File: src/rtl/pipelined_csa_adder.sv
// Pipelined carry-select adder.
//
// The operands are split into NUM_BLOCKS slices of BLOCK_WIDTH bits. Pipeline
// stage k resolves slice k. It forms the slice sum for carry-in 0 and carry-in 1
// side by side, then picks one of them with the carry registered by stage k-1.
// Stage 0 uses iCarry. The operand slices that are not yet added and the sum
// slices already resolved travel down the pipe with the carry. Each stage also
// holds a valid bit.
//
// Flow control: adv = !oValid || iReady. All stages move forward together when
// adv is 1. All stages hold when adv is 0. oReady equals adv.
//
// Ports
//   iClk       in   1   rising-edge clock
//   iRstN      in   1   asynchronous active-low reset
//   iA, iB     in   W   operands
//   iCarry     in   1   carry-in
//   iValid     in   1   operands valid
//   oReady     out  1   operands accepted this cycle
//   oSum       out  W   iA + iB + iCarry modulo 2^W
//   oCarry     out  1   unsigned carry-out
//   oOverflow  out  1   two's-complement overflow
//   oValid     out  1   result valid
//   iReady     in   1   downstream accepts the result
module pipelined_csa_adder #(
    parameter int ADDER_WIDTH = 32,
    parameter int BLOCK_WIDTH = 8
) (
    input  logic                   iClk,
    input  logic                   iRstN,
    input  logic [ADDER_WIDTH-1:0] iA,
    input  logic [ADDER_WIDTH-1:0] iB,
    input  logic                   iCarry,
    input  logic                   iValid,
    output logic                   oReady,
    output logic [ADDER_WIDTH-1:0] oSum,
    output logic                   oCarry,
    output logic                   oOverflow,
    output logic                   oValid,
    input  logic                   iReady
);
    localparam int W          = ADDER_WIDTH;
    // Clamped so that a bad BLOCK_WIDTH gives the check below, not a divide by zero.
    localparam int BW         = (BLOCK_WIDTH > 0) ? BLOCK_WIDTH : 1;
    localparam int NUM_BLOCKS = ADDER_WIDTH / BW;

    if (BLOCK_WIDTH < 1 || ADDER_WIDTH < 1 || (ADDER_WIDTH % BW) != 0) begin : g_bad_params
        $error("pipelined_csa_adder: ADDER_WIDTH must be a positive multiple of BLOCK_WIDTH >= 1");
    end

    logic adv;
    assign adv    = !oValid || iReady;
    assign oReady = adv;

    // Inputs seen by each stage. Index 0 is the block inputs. Index k is driven
    // from the registers of stage k-1.
    logic [W-1:0] stg_a [NUM_BLOCKS];
    logic [W-1:0] stg_b [NUM_BLOCKS];
    logic [W-1:0] stg_s [NUM_BLOCKS];
    logic         stg_c [NUM_BLOCKS];
    logic         stg_v [NUM_BLOCKS];

    assign stg_a[0] = iA;
    assign stg_b[0] = iB;
    assign stg_s[0] = '0;
    assign stg_c[0] = iCarry;
    assign stg_v[0] = iValid;

    for (genvar k = 0; k < NUM_BLOCKS; k++) begin : g_stage
        logic [BW:0]  sum0;
        logic [BW:0]  sum1;
        logic [BW:0]  sel;
        logic [W-1:0] s_d;
        logic [W-1:0] s_q;
        logic         c_q;
        logic         v_q;

        assign sum0 = {1'b0, stg_a[k][k*BW +: BW]} + {1'b0, stg_b[k][k*BW +: BW]};
        assign sum1 = {1'b0, stg_a[k][k*BW +: BW]} + {1'b0, stg_b[k][k*BW +: BW]} + (BW+1)'(1);
        assign sel  = stg_c[k] ? sum1 : sum0;
        // Sum bits above the slices resolved so far are always zero, so OR-ing
        // in this slice is enough.
        assign s_d  = stg_s[k] | (W'(sel[BW-1:0]) << (k*BW));

        if (k < NUM_BLOCKS - 1) begin : g_fwd
            logic [W-1:0] a_q;
            logic [W-1:0] b_q;

            always_ff @(posedge iClk or negedge iRstN) begin
                if (!iRstN) begin
                    a_q <= '0;
                    b_q <= '0;
                    s_q <= '0;
                    c_q <= 1'b0;
                    v_q <= 1'b0;
                end else if (adv) begin
                    a_q <= stg_a[k];
                    b_q <= stg_b[k];
                    s_q <= s_d;
                    c_q <= sel[BW];
                    v_q <= stg_v[k];
                end
            end

            assign stg_a[k+1] = a_q;
            assign stg_b[k+1] = b_q;
            assign stg_s[k+1] = s_q;
            assign stg_c[k+1] = c_q;
            assign stg_v[k+1] = v_q;
        end else begin : g_last
            logic msb_cin;
            logic ovf_d;
            logic ovf_q;
            logic unused_ab;

            // The carry into the MSB is recovered from the selected MSB sum bit.
            assign msb_cin   = sel[BW-1] ^ stg_a[k][W-1] ^ stg_b[k][W-1];
            assign ovf_d     = msb_cin ^ sel[BW];
            assign unused_ab = ^{stg_a[k], stg_b[k]};

            always_ff @(posedge iClk or negedge iRstN) begin
                if (!iRstN) begin
                    s_q   <= '0;
                    c_q   <= 1'b0;
                    v_q   <= 1'b0;
                    ovf_q <= 1'b0;
                end else if (adv) begin
                    s_q   <= s_d;
                    c_q   <= sel[BW];
                    v_q   <= stg_v[k];
                    ovf_q <= ovf_d;
                end
            end

            assign oSum      = s_q;
            assign oCarry    = c_q;
            assign oOverflow = ovf_q;
            assign oValid    = v_q;
        end
    end
endmodule

File: config.mk
export PLATFORM = sky130hd
export DESIGN_NAME = pipelined_csa_adder
export DESIGN_NICKNAME = d
export VERILOG_FILES = /design/src/rtl/pipelined_csa_adder.sv
export SDC_FILE = /design/constraint.sdc
export NUM_CORES = 1
export LEC_CHECK = 0
export CORE_MARGIN = 1.5
export CORE_UTILIZATION = 54
export DETAILED_ROUTE_END_ITERATION = 10
export PLACE_DENSITY = 0.88
export SLEW_MARGIN = 20
export SYNTH_ARGS = -nofsm -noshare
export SYNTH_HDL_FRONTEND = slang
export SYNTH_SLANG_ARGS = --single-unit
File: constraint.sdc
create_clock -name iClk -period 4.05 [get_ports iClk]
set_input_delay 1.215 -clock iClk [delete_from_list [all_inputs] [get_ports iClk]]
set_output_delay 1.215 -clock iClk [all_outputs]
set_load 0.01 [all_outputs]
# Word level (Yosys, flattened, before mapping)
# Index checks and enable logic that the tools add are counted.
classes:
  add_sub_neg: 8
  n_reduce_logical: 2
  n_lt_le_gt_ge: 0
  shift: 0
  bitwise_logic: 6
  mul: 0
  n_div: 0
  eq_ne: 0
  muxes: 4
op_table:
  columns: ["cell", "n"]
  rows:
  - ["$add A8 B8 Y9", 4]
  - ["$add A9 B1 Y9 const B", 4]
  - ["$mux W9", 4]
  - ["$or A32 B24 Y32", 1]
  - ["$or A32 B32 Y32", 1]
  - ["$or A8 B16 Y16", 1]
  - ["$xor A1 B1 Y1", 3]
  - ["$logic_not A1 Y1", 1]
  - ["$logic_or A1 B1 Y1", 1]
totals:
  mem_bits_ro: 0
  out_inout_bits: 36
  ramBits: 0
  input_bits: 69
  n_memories: 0
  wordCells: 39
  latchBits: 0
  regBits: 305

# Depth between registers and ports, before layout
logic_depth:
  depth_word: 6
  depth_mapped: 11
  mapped_depth_nobuf: 11

# Least setup slack after synthesis
# Ideal clock, no wire load.
synth_path:
  path_type: "in2out"
  startpoint: "in iReady"
  endpoint: "out oReady"
  arrival_ns: 2.467
  path_buffers: 4
  stages: 5
  t_required_ns: 2.835
  slack_ns: 0.368
  cell_sequence: "nand2b_1 > clkbuf_1 > clkbuf_1 > clkbuf_1 > clkbuf_1"
synth_between:
  elab_chain_len: 1
synth_lines:
  columns: ["element", "line", "source"]
  rows:
  - ["start, declared", "40", "input logic iReady"]
  - ["$logic_or A1 B1 Y1", "52", "assign adv = !oValid || iReady;"]
  - ["end, declared", "35", "output logic oReady,"]
# No other way between the ends.

# Worst setup path in the final report
# Ends and elaborated chain as after synthesis.

==> flow_summary.toml <==
[min_path]
hp-class = "flip-flop to flip-flop"

[cells_and_area]
drive_gt1_share_pct = 23.6
fillers = 1168
synthToLayoutAreaGrowth_pct = 21.9
instances_no_fill = 1020
fin_nets = 900
antenna_cells = 0

[synth]
netlist_top_cells_count = "dfrtp_1, mux2_2, nor2_1, a21oi_1, ha_1"
synthArstFlopShare_pct = 100
synth_nets = 798
syn-cell-area_um2 = 8660
ys_types = 49
ys_ff_latch = 185
syn_area_per_cell_um2 = 12.6
syn_inst = 689
yosysSeqAreaShare_pct = 53.4
synth_ff_type = "dfrtp_1"
yosys_warnings = 0
netlist.area_leader.share_pct = 53.4
synth.most_common_cell = "dfrtp_1"
yosys.area.top_type = "dfrtp_1"
synth-edff-count = 0
synth.top_cells.by_area = "dfrtp_1, mux2_2, ha_1, xnor2_1, a21oi_1"

[drt]
routedWlPerCell_um = 15.2
via_per_inst = 5.32
drcViolationCount = 0
wl_um = 15500
drtIter0Drc = 241
ant_nets = 0
via_count = 5431
dr.pass1.iters = 4

[sta]
finalHoldViolCount = 0
relSlewSlack_pct = 36.1
min_period_ps = 3610
maxSlewViolCount = 0
fin_crit_sh_pct = 89.1
tns_ps = 0
max_freq_mhz = 277
finalSetupViolCount = 0
skew_ps = 10.3
layout_setup_ws_ps = 441
rsz0062_at_grt = "false"
worst_pin_slew_ps = 959

[grt]
grt_overflow_total = 0
grt_pass1_vias = 5495
use_met3_pct = 5.08
grt_use_total_pct = 20.1
grt.met1_usage_pct = 25.5
busiest_layer = "met2"
use_met2_pct = 33.5
grt_pass1_wl_um = 26000
grt_antenna_before_repair = 0
grt_max_degree = 175

[placed_design]
pre_cts_slack_ps = 115
routabilityCongestion = 0.843
hpwl_um = 10800
port-buffer-count = 104
dp_cells = 988

[flow_run]
max-cap-violations = 0

[worst_setup_path]
critPathKind = "primary input to output port"
path_depth = 3
r2r-end = "g_stage[1].c_q"
path_buf_inv = 2
cp_data_arrival_time_ps = 2390
crit_path_top_delay_cell = "clkdlybuf4s50_1"
required_ps = 2830
crit_path_end_kind = "output port"
max_stage_delay_ps = 550
cp-startpoint = "iReady"
critPathMaxFanout = 3
r2r_start = "g_stage[0].g_fwd.a_q[8]"
reg2reg_depth = 11
crit_end = "oReady"
cp_top_family = "buffers and inverters"
crit_top_cell = "clkdlybuf4s50_1"
worst_setup_path_start_kind = "primary input"
r2r_setup_slack_ps = 1290
crit_path_cell_trace = "clkdlybuf4s50_1, nand2b_4, clkdlybuf4s50_1"

[floorplan]
fp.dieH_um = 130
fp.coreArea_um2 = 15800
start_util_pct = 54.9
dieArea_um2 = 16800
pin_count = 105
rows = 46
die_w_um = 130

[clocking]
cts_buffers = 17
cts_buffer_depth = 2
cts-root-buf = "clkbuf_16"
cts.sinks = 185
cts_hold_buf = 0
clk_pin_slew_worst_paths_ps = 60
insertion_delay_ps = 420
cts_setup_buffers = 0
cts_tree = "built"
h-tree-depth = 4
postCtsResizedCells = 0

[power_and_ir_drop]
powerDensity_nw_per_um2 = 836
vdd_ir_drop_max_uv = 590
leakagePower_uw = 0.00447

[outcome]
status = "finished clean"
-- cell usage in the layout (no fill, tap or decap), drive strengths merged, types with 4 or more instances in the layout --
cell type      netlist  routed
a21oi               44      44
mux2               144     144
clkbuf              25      20
nand3                6       6
nand2b               5       5
fa                   4       4
xor2                15      15
nor3                13      13
a21o                 9       9
dfrtp              185     185
buf                  1       6
o21a                 7       7
nor2                54      54
nand4                8       8
inv                 22      27
nand2               18      18
clkinv               0       4
xnor2               33      33
clkdlybuf4s50        0     103
ha                  36      36
nor4                 4       4
nor2b                6       6
o21ai               13      13
-- how the worst min path moves through the flow --
| stage | start | end | slack (ps) | cells past startpoint |
|---|---|---|---|---|
| floorplan | g_stage[2].v_q | oValid | 430 | 1 |
| detailed placement | g_stage[2].v_q | oValid | 460 | 1 |
| CTS | g_stage[2].v_q | oValid | 470 | 1 |
| finish | g_stage[2].v_q | oValid | 460 | 1 |
| global route | g_stage[2].v_q | oValid | 510 | 1 |
| global placement | g_stage[2].v_q | oValid | 440 | 1 |
-- per-stage QoR --
step	hold slack (ps)	total power, µW	cell area (µm²)	util (%)
after floorplan	430	6040	8660	-
after global placement	442	6990	9960	63.2
after detailed placement	456	7170	9960	63.2
after CTS	471	8910	10600	67.0
after global routing	511	9500	10600	67.0
final	460	8830	10600	67.0
-- routing by layer --
| metal | vias to the layer above | share of wire (%) |
|---|---|---|
| met1 | 2683 | 45 |
| met2 | 80 | 50 |
| li1 | 2645 | - |
| met3 | 23 | 2.7 |
| met4 | 0 | 1.8 |
| met5 | - | 0 |
-- sequential cells by signal, summed over array words and instances, names as in the netlist --
name / flops
g_stage.g_fwd.a_q: 48
g_stage.g_fwd.b_q: 48
g_stage.s_q: 48
oSum: 32
g_stage.c_q: 3
g_stage.v_q: 3
oCarry: 1
oOverflow: 1
oValid: 1
-- worst register-to-register path, delay by kind of cell (launching register included) --
| family | cells | cell delay (ps) |
|---|---|---|
| flops | 1 | 350 |
| compound gates | 5 | 980 |
| fa+ha+maj | 2 | 570 |
| simple gates | 2 | 450 |
| buf+inv | 1 | 50 |
| xor+xnor | 1 | 220 |
-- logic make-up after synthesis --
group / share of synthesized area (%)
xor gates and xnor gates: 4.85
buffers and inverters: 2.08
and+or+nand+nor: 7.65
muxes: 19.1
adders and majority gates: 6.12
DFF: 53.4
AOI/OAI and AO/OA: 6.80
-- cell type report --
cell class / count / area [µm²] / area share (%)
Clock buffer: 20 / 467 / 4.42
Clock inverter: 12 / 135 / 1.28
Inverter: 22 / 82.6 / 0.782
Multi-Input combinational cell: 456 / 3860 / 36.6
Sequential cell: 185 / 4630 / 43.8
Tap cell: 216 / 270 / 2.56
Timing Repair Buffer: 109 / 1120 / 10.6
-- power breakdown --
part	switching [µW]	internal, µW
Sequential	471	2660
Clock	696	966
Combinational	1900	2130
No activity file was read; power rests on OpenSTA's default activity.
